File: config.mk
export PLATFORM = sky130hd
export DESIGN_NAME = key_debounce_pulse_flat
export DESIGN_NICKNAME = d
export VERILOG_FILES = /design/src/rtl/key_debounce_pulse_if.sv /design/src/rtl/key_debounce_pulse.sv /design/src/flat_wrapper.sv
export SDC_FILE = /design/constraint.sdc
export NUM_CORES = 1
export LEC_CHECK = 0
export BUFFER_PORTS_ARGS = -buffer_cell sky130_fd_sc_hd__buf_2
export CORE_MARGIN = 2
export CORE_UTILIZATION = 30
export CTS_BUF_LIST = sky130_fd_sc_hd__clkbuf_4 sky130_fd_sc_hd__clkbuf_8
export DETAILED_ROUTE_END_ITERATION = 6
export GPL_TIMING_DRIVEN = 0
export MAX_ROUTING_LAYER = met4
export PLACE_DENSITY = 0.47
export SLEW_MARGIN = 0
export SYNTH_ARGS = -nofsm -noshare
export SYNTH_HDL_FRONTEND = slang
export SYNTH_SLANG_ARGS = --single-unit
File: constraint.sdc
create_clock -name CLOCK_50 -period 2.25 [get_ports CLOCK_50]
set_input_delay 0.1125 -clock CLOCK_50 [delete_from_list [all_inputs] [get_ports CLOCK_50]]
set_output_delay 0.1125 -clock CLOCK_50 [all_outputs]
set_load 0.005 [all_outputs]
File: src/rtl/key_debounce_pulse_if.sv
// key_debounce_pulse_if: raw key inputs and conditioned key outputs for key_debounce_pulse
interface key_debounce_pulse_if #(
  parameter int NUM_KEYS = 4
);
  logic [NUM_KEYS-1:0] key_n;
  logic [NUM_KEYS-1:0] key_level;
  logic [NUM_KEYS-1:0] key_press;
  logic [NUM_KEYS-1:0] key_release;
  modport master (output key_n, input key_level, key_press, key_release);
  modport slave (input key_n, output key_level, key_press, key_release);
endinterface

File: src/rtl/key_debounce_pulse.sv
// key_debounce_pulse: sync, debounce and edge-detect active-low keys; define AUTO_REPEAT_EN for held-key repeat pulses
module key_debounce_pulse #(
  parameter int NUM_KEYS        = 4,
  parameter int DEBOUNCE_CYCLES = 1000000,
  parameter int REPEAT_DELAY    = 25000000,
  parameter int REPEAT_PERIOD   = 5000000
) (
  input logic                 CLOCK_50,
  input logic                 RESET_N,
  key_debounce_pulse_if.slave kif
);
  localparam int CW = $clog2(DEBOUNCE_CYCLES + 1);
  // The transition out of UP already counts as the first stable sample,
  // so acceptance happens on the DEBOUNCE_CYCLES-th consecutive stable sample.
  localparam logic [CW-1:0] CNT_LAST = CW'(DEBOUNCE_CYCLES - 2);
  typedef enum logic [1:0] {UP, WAIT_DN, DOWN, WAIT_UP} state_t;
  logic [NUM_KEYS-1:0] level_v, press_v, release_v;
  for (genvar k = 0; k < NUM_KEYS; k++) begin : g_key
    logic [1:0] sync_q;
    state_t state_q, state_d;
    logic [CW-1:0] cnt_q, cnt_d;
    logic level_q, level_d, press_q, press_d, release_q, release_d;
    logic s, accept_dn, accept_up, rep_fire;
    assign s = ~sync_q[1];
    // two-flop synchroniser, idles at released
    always_ff @(posedge CLOCK_50 or negedge RESET_N) begin
      if (!RESET_N) sync_q <= 2'b11;
      else sync_q <= {sync_q[0], kif.key_n[k]};
    end
    // debounce state, counter and registered outputs
    always_ff @(posedge CLOCK_50 or negedge RESET_N) begin
      if (!RESET_N) begin
        state_q   <= UP;
        cnt_q     <= '0;
        level_q   <= 1'b0;
        press_q   <= 1'b0;
        release_q <= 1'b0;
      end else begin
        state_q   <= state_d;
        cnt_q     <= cnt_d;
        level_q   <= level_d;
        press_q   <= press_d;
        release_q <= release_d;
      end
    end
    // next-state: any sample disagreeing with the pending level restarts the debounce
    always_comb begin
      state_d   = state_q;
      cnt_d     = cnt_q;
      accept_dn = 1'b0;
      accept_up = 1'b0;
      case (state_q)
        UP: begin
          state_d = s ? WAIT_DN : UP;
          cnt_d   = '0;
        end
        WAIT_DN: begin
          accept_dn = s && cnt_q == CNT_LAST;
          state_d   = !s ? UP : accept_dn ? DOWN : WAIT_DN;
          cnt_d     = (s && !accept_dn) ? cnt_q + 1'b1 : cnt_q;
        end
        DOWN: begin
          state_d = s ? DOWN : WAIT_UP;
          cnt_d   = '0;
        end
        default: begin
          accept_up = !s && cnt_q == CNT_LAST;
          state_d   = s ? DOWN : accept_up ? UP : WAIT_UP;
          cnt_d     = (!s && !accept_up) ? cnt_q + 1'b1 : cnt_q;
        end
      endcase
      level_d   = accept_dn ? 1'b1 : accept_up ? 1'b0 : level_q;
      press_d   = accept_dn | rep_fire;
      release_d = accept_up;
    end
`ifdef AUTO_REPEAT_EN
    localparam int RMAX = REPEAT_DELAY > REPEAT_PERIOD ? REPEAT_DELAY : REPEAT_PERIOD;
    localparam int RW = $clog2(RMAX + 1);
    logic [RW-1:0] rcnt_q, rcnt_d, rnext, rtarget;
    logic rep_q, rep_d, held;
    assign held    = (state_q == DOWN || state_q == WAIT_UP) && !accept_up;
    assign rnext   = rcnt_q + 1'b1;
    assign rtarget = rep_q ? RW'(REPEAT_PERIOD) : RW'(REPEAT_DELAY);
    // repeat timer: first target is the initial delay, then the period; idle outside the held states
    always_comb begin
      rep_fire = held && rnext == rtarget;
      rcnt_d   = (held && !rep_fire) ? rnext : '0;
      rep_d    = held && (rep_q || rep_fire);
    end
    // repeat timer registers
    always_ff @(posedge CLOCK_50 or negedge RESET_N) begin
      if (!RESET_N) begin
        rcnt_q <= '0;
        rep_q  <= 1'b0;
      end else begin
        rcnt_q <= rcnt_d;
        rep_q  <= rep_d;
      end
    end
`else
    assign rep_fire = 1'b0;
`endif
    assign level_v[k]   = level_q;
    assign press_v[k]   = press_q;
    assign release_v[k] = release_q;
  end
  assign kif.key_level   = level_v;
  assign kif.key_press   = press_v;
  assign kif.key_release = release_v;
endmodule

File: src/flat_wrapper.sv
// flat-port wrapper written by rule: the top's interface ports become plain ports
module key_debounce_pulse_flat 
#(
  parameter int NUM_KEYS        = 4,
  parameter int DEBOUNCE_CYCLES = 1000000,
  parameter int REPEAT_DELAY    = 25000000,
  parameter int REPEAT_PERIOD   = 5000000
)
  (CLOCK_50, RESET_N, kif_key_n, kif_key_level, kif_key_press, kif_key_release);
  key_debounce_pulse_if #(.NUM_KEYS(NUM_KEYS)) kif_i ();
  input logic CLOCK_50;
  input logic RESET_N;
  input wire logic [$bits(kif_i.key_n)-1:0] kif_key_n;
  output wire logic [$bits(kif_i.key_level)-1:0] kif_key_level;
  output wire logic [$bits(kif_i.key_press)-1:0] kif_key_press;
  output wire logic [$bits(kif_i.key_release)-1:0] kif_key_release;
  assign kif_i.key_n = kif_key_n;
  assign kif_key_level = kif_i.key_level;
  assign kif_key_press = kif_i.key_press;
  assign kif_key_release = kif_i.key_release;
  key_debounce_pulse #(.NUM_KEYS(NUM_KEYS), .DEBOUNCE_CYCLES(DEBOUNCE_CYCLES), .REPEAT_DELAY(REPEAT_DELAY), .REPEAT_PERIOD(REPEAT_PERIOD)) u_core (.CLOCK_50(CLOCK_50), .RESET_N(RESET_N), .kif(kif_i));
endmodule
==> results of run 1 <==
-- report_power, final --
part	switching, W	internal (W)	total (W)
registers	0.0000324	0.00197	0.00200
logic	0.000111	0.0000642	0.000175
clock network	0.000674	0.000585	0.00126
-- synth_stat cells (14+ instances only) --
cell type / n
dfrtp_1: 100
and2_1: 53
nand2_1: 53
xor2_1: 26
nand4_1: 25
xnor2_1: 25
nand3_1: 21
clkbuf_1: 18
and3_1: 17
o21ai_0: 16
a21boi_0: 15
nand2b_1: 15
mux2i_1: 14
-- cell type report --
cell class	instances	area share, %
tap	229	4.58
buffer	29	2.46
inverter	13	0.779
timing repair buffer	25	2.94
multi-input combinational	390	42.6
sequential	108	43.3
clock buffer	12	2.54
clock inverter	4	0.759
-- placed cells by master, fill, tap and decap left out, types with 11 or more instances in the layout --
cell type    n
nand4_1     25
clkbuf_8    11
or3_1       11
o21ai_0     16
xnor2_1     22
a21boi_0    15
inv_1       13
xor2_1      26
nand2_1     53
buf_4       14
mux2i_1     14
nand2b_1    15
dfrtp_1    100
and2_1      53
nor3_1      13
nand3_1     21
clkbuf_1    17
buf_2       16
and3_1      17
-- sequential cells by signal, indices dropped and copies added (netlist names) --
name,count
u_core.g_key.cnt_q,80
u_core.g_key.state_q,8
u_core.g_key.sync_q,8
u_core.g_key.press_q,4
u_core.g_key.level_q,4
u_core.g_key.release_q,4
-- critical path, delay by kind of cell (launching register included) --
family | cells | cell delay (ps)
flops | 1 | 440
compound gates | 1 | 330
simple gates | 3 | 1250
-- worst max path at each step --
stage | start | end | slack (ps) | cells past startpoint
6_report | u_core.g_key[3].cnt_q[6] | u_core.g_key[3].level_q | 120 | 4
5_1_grt | u_core.g_key[3].cnt_q[2] | u_core.g_key[3].cnt_q[18] | 2 | 6
4_1_cts | u_core.g_key[3].state_q[1] | u_core.g_key[3].cnt_q[9] | 10 | 4
3_5_place_dp | u_core.g_key[1].cnt_q[10] | u_core.g_key[1].cnt_q[3] | 20 | 5
3_3_place_gp | RESET_N | u_core.g_key[1].level_q | -290 | 1
2_1_floorplan | u_core.g_key[1].cnt_q[13] | u_core.g_key[1].cnt_q[3] | 310 | 5
-- kinds of logic after synthesis --
group                    after synthesis
AO/OA/AOI/OAI                         58
XOR/XNOR                              51
adder cells (fa/ha/maj)                8
buffers and inverters                 43
flip-flops                           108
multiplexers                          14
AND/OR/NAND/NOR                      259
-- per-layer routing --
layer  wire length [um]  global-route usage, %  up-vias
li1                   -                      -     1954
met1               5400                   16.4     1944
met2               5280                   19.9       36
met3                391                   3.27       10
met4                140                   3.53        0
met5                  0                      -        -
-- through the flow --
stage	hold slack [ps]	instances	TNS, ps	util, %
2_1_floorplan	-183	541	0	-
3_3_place_gp	217	787	-28540	32.8
3_5_place_dp	96.4	788	0	33.0
4_1_cts	235	809	0	34.4
5_1_grt	268	810	0	34.7
6_report	234	810	0	34.7
-- timing repair --
item | 4_1_cts | 5_1_grt
setup endpoints to repair | 1 | 20
pin swaps | 0 | 1
setup buffers | 0 | 2
endpoints found under the hold margin | 48 | 0
resized for setup | 1 | 6
cloned | 0 | 0
hold buffers | 5 | 0
==> impl_metrics.env, run 1 <==
export IMPL_outcome="complete, no violations"
export IMPL_synthCells=541
export IMPL_vias=3944
export IMPL_antenna_left=0
export IMPL_synth_compound_area_share_pct=7.07
export IMPL_grt_antenna_before_repair=0
export IMPL_yosysSeqAreaShare_pct=49.0
export IMPL_die_w_um=140
export IMPL_post_route_period_util_pct=94.8
export IMPL_die_y_um=140
export IMPL_r2r_cells=4
export IMPL_core_area_um2=18000
export IMPL_layout_min_cycle_time_ps=2130
export IMPL_area_sequential_um2=2710
export IMPL_synthArstFlopShare_pct=100
export IMPL_p_leak_nw=2.95
export IMPL_h_tree_depth=3
export IMPL_maxCapViolCount=0
export IMPL_clock_root_buffer="clkbuf_8"
export IMPL_hp_class="input port to async pin"
export IMPL_clkLatencyLatePin_ps=390
export IMPL_design_area_um2=6260
export IMPL_place_ws_ps=16.0
export IMPL_detail_route_wl_per_cell_um=13.8
export IMPL_synth_xor_area_share_pct=8.06
export IMPL_rrSetupSlack_ps=120
export IMPL_final_setup_viol_count=0
export IMPL_drt_total_wl_um=11200
export IMPL_synth_edf_count=0
export IMPL_slew_viol_final=0
export IMPL_drt_iter0_markers=181
export IMPL_gp_congestion=0.744
export IMPL_clock_skew_ps=12.6
export IMPL_synthAdderAreaFrac_pct=1.81
export IMPL_drc=0
export IMPL_cts_path_max_buffers=2
export IMPL_vdd_drop_max_mv=0.290
export IMPL_num_io_pins=18
export IMPL_yosys_warnings=0
export IMPL_placed_area_um2=5940
export IMPL_rr_startpoint="u_core.g_key[3].cnt_q[6]"
export IMPL_vias_per_cell=4.87
export IMPL_cts_tree="built"
export IMPL_synth_top_area_share_pct=45.2
export IMPL_path_clk_slew_ps=100
export IMPL_grt_usage_pct=12.7
export IMPL_syn_area_um2=5540
export IMPL_design_power_total_w=0.00344
export IMPL_portBuffers=17
export IMPL_cts_sinks=108
export IMPL_rsz0062_at_grt="no"
export IMPL_drive_gt1_share_pct=12.2
export IMPL_nFillCells=1843
export IMPL_dp_hpwl_um=7650
export IMPL_syn_area_per_cell_um2=10.2
export IMPL_critPathCaptureType="flip-flop"
export IMPL_worstPathArrival_ps=2420
export IMPL_synth_top_family_by_area="simple AND/OR/NAND/NOR gates"
export IMPL_synthMuxAreaShare_pct=2.53
export IMPL_grt_max_degree=60
export IMPL_synth_ff_type="dfrtp_1"
export IMPL_crit_path_max_incr_delay_ps=580
export IMPL_slowest_stage="or4_1"
export IMPL_antenna_cells=0
export IMPL_worst_pin_slew_ps=700
export IMPL_yosys_area_share_simple_pct=27.8
export IMPL_finalHoldViolations=0
export IMPL_grt_pass1_vias=3928
export IMPL_start_util_pct=30.7
export IMPL_fin_nets=590
export IMPL_cts_buffers=9
export IMPL_synth_cell_types=48
export IMPL_p_per_area_nw_per_um2=549
export IMPL_die_area_um2=19600
export IMPL_crit_type="flip-flop to flip-flop"
export IMPL_worstPathRequired_ps=2530
export IMPL_crit_path_cell_trace="or4_1 > nor4_4 > nand3_2 > a211o_1"
export IMPL_yosys_register_bits=108
export IMPL_syn_to_final_growth_pct=13.0
export IMPL_ys_top_cells_by_area="dfrtp_1 (45%), and2_1 (6.0%), xor2_1 (4.1%)"
export IMPL_rows=49
export IMPL_yosys_area_top_type="dfrtp_1"
export IMPL_synth_nets=555
export IMPL_setup_slack_ps=118
export IMPL_grt_pass1_wl_um=19700
export IMPL_first_pass_iters=4
export IMPL_timing_rr_end="u_core.g_key[3].level_q"
export IMPL_multi_input_area_um2=2670
export IMPL_grt_overflow_total=0
export IMPL_max_slew_margin_pct=52.9
export IMPL_max_freq_mhz=469
export IMPL_cp_max_fo=6
export IMPL_startpoint_type="flip-flop"
No activity file was read; power rests on OpenSTA's default activity.
==> inputs of run 2 (changes only) <==
Settings changed: CORE_UTILIZATION 30 to 59, PLACE_DENSITY 0.47 to 0.79.
Clock period 2.25 ns to 2.34 ns, I/O delays scaled along.
==> run 2 against run 1 <==
Via count grew 1.0%. Clock power rose by 3%. Global-route usage rose by 9.0 points.
==> impl_metrics.env, run 2 (synthesis results as in run 1) <==
export IMPL_cp_depth=4
export IMPL_core_area_um2=9150
export IMPL_p_per_area_nw_per_um2=557
export IMPL_max_freq_mhz=471
export IMPL_design_power_total_w=0.00339
export IMPL_first_pass_iters=5
export IMPL_r2r_cells=4
export IMPL_fin_tns_setup_ps=0
export IMPL_grt_overflow_total=0
export IMPL_drt_total_wl_um=9930
export IMPL_final_common_cell="dfrtp_1"
export IMPL_crit_family="simple AND/OR/NAND/NOR gates"
export IMPL_grt_usage_pct=21.7
export IMPL_post_route_period_util_pct=90.7
export IMPL_cp_max_fo=6
export IMPL_critPathCaptureType="flip-flop"
export IMPL_grt_pass1_wl_um=17400
export IMPL_largest_register_ffs=80
export IMPL_drc=0
export IMPL_reg_largest_list="u_core.g_key.cnt_q x80, u_core.g_key.state_q x8, u_core.g_key.sync_q x8"
export IMPL_clock_root_buffer="clkbuf_8"
export IMPL_antenna_cells=0
export IMPL_portBuffers=17
export IMPL_startpoint_type="flip-flop"
export IMPL_cts_path_max_buffers=2
export IMPL_combPwrFrac_pct=4.9
export IMPL_die_w_um=101
export IMPL_worstPathArrival_ps=2400
export IMPL_finalHoldViolations=0
export IMPL_vdd_drop_max_mv=0.392
export IMPL_syn_to_final_growth_pct=9.92
export IMPL_worstPathRequired_ps=2610
export IMPL_top_register="u_core.g_key.cnt_q"
export IMPL_p_int_w=0.00260
export IMPL_drt_iter0_markers=123
export IMPL_h_tree_depth=3
export IMPL_clkLatencyLatePin_ps=370
export IMPL_crit_path_cell_trace="or4_1 > nor4_4 > nand3_2 > a211o_1"
export IMPL_worst_pin_slew_ps=676
export IMPL_slew_viol_final=0
export IMPL_die_y_um=101
export IMPL_crit_type="flip-flop to flip-flop"
export IMPL_whs_ps=328
export IMPL_antenna_left=0
export IMPL_grt_max_degree=57
export IMPL_layout_common_cells="dfrtp_1 (100), and2_1 (53), nand2_1 (53)"
export IMPL_cts_sinks=108
export IMPL_final_setup_viol_count=0
export IMPL_clock_skew_ps=18.3
export IMPL_num_io_pins=18
export IMPL_sequentialPowerShare_pct=56.8
export IMPL_timing_critical_path_buf_inv=0
export IMPL_dp_hpwl_um=6710
export IMPL_die_area_um2=10200
export IMPL_fin_nets=589
export IMPL_outcome="complete, no violations"
export IMPL_switching_share_pct=23.4
export IMPL_clkPwrFrac_pct=38.3
export IMPL_crit_path_max_incr_delay_ps=590
export IMPL_max_slew_margin_pct=54.5
export IMPL_start_util_pct=60.5
export IMPL_gp_congestion=0.821
export IMPL_switching_power_w=0.000793
export IMPL_rsz0062_at_grt="no"
export IMPL_path_clk_slew_ps=110
export IMPL_grt_antenna_before_repair=0
export IMPL_placedCellCount=670
export IMPL_slowest_stage="or4_1"
export IMPL_p_leak_nw=2.93
export IMPL_drive_gt1_share_pct=11.2
export IMPL_vias_per_cell=5.77
export IMPL_layout_min_cycle_time_ps=2120
export IMPL_detail_route_wl_per_cell_um=14.4
export IMPL_cts_setup_buffers=0
export IMPL_grt_pass1_vias=3868
export IMPL_nFillCells=706
export IMPL_vias=3984
export IMPL_cts_tree="built"
export IMPL_rows=35
export IMPL_hp_class="input port to async pin"
export IMPL_cts_buffers=9
export IMPL_maxCapViolCount=0
export IMPL_stdcell_count=691
-- run 2: changes by cell type in the layout (fill, tap and decap cells not counted), sizes merged --
| cell | previous run | this run |
|---|---|---|
| buf | 32 | 30 |
| inv | 13 | 15 |
| bufinv | 1 | 2 |
| clkbuf | 29 | 28 |
| clkinv | 2 | 1 |
-- run 2: final timing paths --
check / startpoint / to / slack (ps)
max: u_core.g_key[3].cnt_q[6] / u_core.g_key[3].level_q / 220
min: RESET_N / u_core.g_key[3].cnt_q[4] / 330
max reg2reg: u_core.g_key[3].cnt_q[6] / u_core.g_key[3].level_q / 220
min reg2reg: u_core.g_key[1].sync_q[0] / u_core.g_key[1].sync_q[1] / 360
max in group asynchronous: RESET_N / u_core.g_key[1].sync_q[1] / 1260
min in group CLOCK_50: u_core.g_key[1].sync_q[0] / u_core.g_key[1].sync_q[1] / 360
-- run 2: through the flow --
step | utilization, % | worst slack, ps | area, um^2
global placement | 63.0 | -54.7 | 5760
CTS | 66.4 | 94.5 | 6070
floorplan | - | 400 | 5540
detailed placement | 63.3 | 104 | 5790
global route | 66.5 | 0.812 | 6090
finish | 66.5 | 217 | 6090
-- run 2: what timing repair did --
action,in CTS,in global routing
endpoints found under the setup margin,0,9
resized for setup,0,2
endpoints found under the hold margin,54,0
hold buffers,5,0
-- run 2: cell type report --
type / count / area, um^2 / area share, %
Buffer: 30 / 158 / 2.59
Clock buffer: 10 / 138 / 2.26
Clock inverter: 6 / 93.8 / 1.54
Inverter: 13 / 48.8 / 0.801
Multi-Input combinational cell: 390 / 2630 / 43.3
Sequential cell: 108 / 2710 / 44.6
Tap cell: 111 / 139 / 2.28
Timing Repair Buffer: 23 / 165 / 2.71
-- run 2: power by group through the flow --
| stage | clock [W] | combinational [W] | sequential, W |
|---|---|---|---|
| 4_1_cts | 0.00133 | 0.000170 | 0.00193 |
| 6_report | 0.00130 | 0.000165 | 0.00193 |
| 3_3_place_gp | 0 | 0.000148 | 0.00196 |
| 2_1_floorplan | 0 | 0.0000868 | 0.00195 |
| 5_1_grt | 0.00141 | 0.000189 | 0.00193 |
| 3_5_place_dp | 0 | 0.000161 | 0.00196 |
-- run 2: routing by layer --
metal | track usage (%) | wire, um | vias up
met5 | - | 0 | -
met4 | 6.76 | 122 | 0
met3 | 4.16 | 301 | 13
met2 | 34.6 | 4770 | 59
met1 | 28.4 | 4730 | 1970
li1 | - | - | 1942
==> inputs of run 3 (changes only) <==
Settings changed: ABC_AREA set to 1.
==> run 3 against run 2 <==
Core utilization down 1.0 points. First-iteration DRC count rose to 3.9 times the previous value. Sequential power about the same. Critical endpoint is now u_core.g_key[0].cnt_q[15]. Setup slack better by 230 ps. Hold slack worse by 120 ps. Power up 2.6%.
==> impl_metrics.env, run 3 <==
export IMPL_outcome="complete, no violations"
export IMPL_yosys_area_top_type="dfrtp_1"
export IMPL_vias_per_cell=5.14
export IMPL_dp_hpwl_um=9920
export IMPL_antenna_left=0
export IMPL_cts_path_max_buffers=2
export IMPL_max_slew_margin_pct=63.5
export IMPL_yosysSeqAreaShare_pct=41.5
export IMPL_top_register="u_core.g_key.cnt_q"
export IMPL_rsz0062_at_grt="no"
export IMPL_reg_largest_list="u_core.g_key.cnt_q x80, u_core.g_key.state_q x8, u_core.g_key.sync_q x8"
export IMPL_grt_pass1_wl_um=23700
export IMPL_synthCells=924
export IMPL_worst_pin_slew_ps=547
export IMPL_critPathCaptureType="flip-flop"
export IMPL_combPwrFrac_pct=6.4
export IMPL_first_pass_iters=4
export IMPL_grt_pass1_vias=5230
export IMPL_hp_class="input port to async pin"
export IMPL_worstPathRequired_ps=2670
export IMPL_die_y_um=109
export IMPL_grt_overflow_total=0
export IMPL_fin_nets=972
export IMPL_sequentialPowerShare_pct=55.3
export IMPL_switching_power_w=0.000876
export IMPL_grt_antenna_before_repair=0
export IMPL_clkLatencyLatePin_ps=400
export IMPL_rrSetupSlack_ps=450
export IMPL_h_tree_depth=3
export IMPL_antenna_cells=0
export IMPL_cp_max_fo=10
export IMPL_drt_total_wl_um=13800
export IMPL_synth_cell_types=29
export IMPL_max_freq_mhz=530
export IMPL_num_io_pins=18
export IMPL_ys_top_cells_by_area="dfrtp_1 (38%), nand2_1 (20%), nor2_1 (7.6%)"
export IMPL_utilization_pct=65.5
export IMPL_cts_buffers=9
export IMPL_portBuffers=17
export IMPL_p_leak_nw=3.60
export IMPL_layout_min_cycle_time_ps=1890
export IMPL_slew_viol_final=0
export IMPL_largest_register_ffs=80
export IMPL_syn_area_per_cell_um2=7.07
export IMPL_die_w_um=109
export IMPL_cts_tree="built"
export IMPL_drive_gt1_share_pct=9.55
export IMPL_clock_skew_ps=14.5
export IMPL_cts_setup_buffers=0
export IMPL_gp_congestion=0.976
export IMPL_cts_sinks=108
export IMPL_core_area_um2=10800
export IMPL_synth_nets=938
export IMPL_syn_area_um2=6530
export IMPL_maxCapViolCount=0
export IMPL_syn_to_final_growth_pct=8.76
export IMPL_placed_area_um2=6820
export IMPL_crit_path_max_incr_delay_ps=460
export IMPL_synth_most_common_cell="nand2_1"
export IMPL_grt_usage_pct=26.0
export IMPL_post_route_period_util_pct=80.7
export IMPL_start_util_pct=60.2
export IMPL_crit_type="flip-flop to flip-flop"
export IMPL_synth_top_area_share_pct=38.3
export IMPL_final_setup_viol_count=0
export IMPL_clock_root_buffer="clkbuf_8"
export IMPL_yosys_warnings=0
export IMPL_finalHoldViolations=0
export IMPL_synth_edf_count=0
export IMPL_switching_share_pct=25.2
export IMPL_startpoint_type="flip-flop"
export IMPL_vdd_drop_max_mv=0.480
export IMPL_path_clk_slew_ps=110
export IMPL_vias=5669
export IMPL_fin_tns_setup_ps=0
export IMPL_die_area_um2=11900
export IMPL_drc=0
export IMPL_clkPwrFrac_pct=38.3
export IMPL_layout_common_cells="nand2_1 (344), nor2_1 (133), dfrtp_1 (100)"
export IMPL_yosys_top_cells_count="nand2_1 (344), nor2_1 (133), dfrtp_1 (100)"
export IMPL_worstPathArrival_ps=2220
export IMPL_crit_path_cell_trace="inv_1 > ha_1 > nor3b_1 > nand3_1 > nor2_1 > nor2_1 > buf_2 > nand3_1 > nand2_1"
export IMPL_detail_route_wl_per_cell_um=12.5
export IMPL_design_area_um2=7100
export IMPL_slowest_stage="dfrtp_1"
export IMPL_final_common_cell="nand2_1"
export IMPL_p_per_area_nw_per_um2=490
export IMPL_yosys_register_bits=108
export IMPL_r2r_cells=9
export IMPL_drt_iter0_markers=485
export IMPL_synthArstFlopShare_pct=100
export IMPL_grt_max_degree=73
export IMPL_rows=38
export IMPL_synth_ff_type="dfrtp_1"
export IMPL_p_int_w=0.00260
-- run 3: changes by cell type after synthesis, sizes merged, moves of 15 or more --
cell | before | now
inv | 13 | 81
xnor2 | 25 | 7
xor2 | 26 | 42
clkbuf | 18 | 2
nand3 | 22 | 83
nor2 | 9 | 144
nand3b | 0 | 17
a21boi | 17 | 0
and3 | 17 | 0
nand2b | 15 | 0
and2 | 53 | 0
buf | 12 | 34
nand2 | 53 | 347
-- run 3: critical path, delay by kind of cell, from the launching register on --
family / cells / cell delay (ps)
fa+ha+maj: 1 / 230
buf+inv: 2 / 390
flops: 1 / 460
simple gates: 6 / 740
-- run 3: layer usage --
| layer | wire, um | vias to the layer above | share of wire (%) | GRT usage, % |
|---|---|---|---|---|
| li1 | - | 2939 | - | - |
| met1 | 6690 | 2600 | 49 | 34.6 |
| met2 | 6310 | 110 | 46 | 40.3 |
| met3 | 571 | 20 | 4.1 | 4.90 |
| met4 | 223 | 0 | 1.6 | 8.59 |
| met5 | 0 | - | 0 | - |
-- run 3: path summary, 6_finish.rpt --
path | start | to
setup reg to reg | u_core.g_key[0].cnt_q[0] | u_core.g_key[0].cnt_q[15]
setup / recovery | u_core.g_key[0].cnt_q[0] | u_core.g_key[0].cnt_q[15]
min in group CLOCK_50 | kif_key_n[1] | u_core.g_key[1].sync_q[0]
hold reg to reg | u_core.g_key[1].sync_q[0] | u_core.g_key[1].sync_q[1]
hold / removal | RESET_N | u_core.g_key[0].cnt_q[14]
max in group asynchronous | RESET_N | u_core.g_key[2].sync_q[1]
-- run 3: repair_timing --
item	in CTS	in global routing
hold buffers	5	0
endpoints found under the hold margin	38	0
resized for setup	0	0
-- run 3: kinds of logic (layout without fill, tap and decap cells) --
family	after synthesis	count (layout)	share of synthesized area (%)
AND/OR/NAND/NOR	631	631	41.4
buffers and inverters	119	158	8.26
AO/OA/AOI/OAI	9	9	0.690
XOR/XNOR	49	49	6.57
adder cells (fa/ha/maj)	8	8	1.53
flip-flops	108	108	41.5
-- run 3: cell type report --
| cell class | count | area [um^2] |
|---|---|---|
| Clock inverter | 6 | 93.8 |
| Buffer | 36 | 223 |
| Tap cell | 140 | 175 |
| Clock buffer | 10 | 138 |
| Fill cell | 972 | 3740 |
| Multi-Input combinational cell | 697 | 3280 |
| Sequential cell | 108 | 2710 |
| Inverter | 83 | 317 |
| Timing Repair Buffer | 23 | 165 |
-- run 3: power groups by stage --
stage	clock (W)	sequential, W	combinational, W
floorplan	0	0.00195	0.000128
global placement	0	0.00196	0.000209
detailed placement	0	0.00196	0.000218
CTS	0.00136	0.00193	0.000225
global route	0.00144	0.00193	0.000251
finish	0.00133	0.00193	0.000222
-- run 3: metrics by stage --
step	hold WS, ps	instances	setup slack, ps	total power (W)
floorplan	-179	924	795	0.00208
global placement	222	1081	-47.5	0.00217
detailed placement	107	1082	494	0.00218
CTS	210	1103	440	0.00351
global route	274	1103	231	0.00362
finish	211	1103	452	0.00348
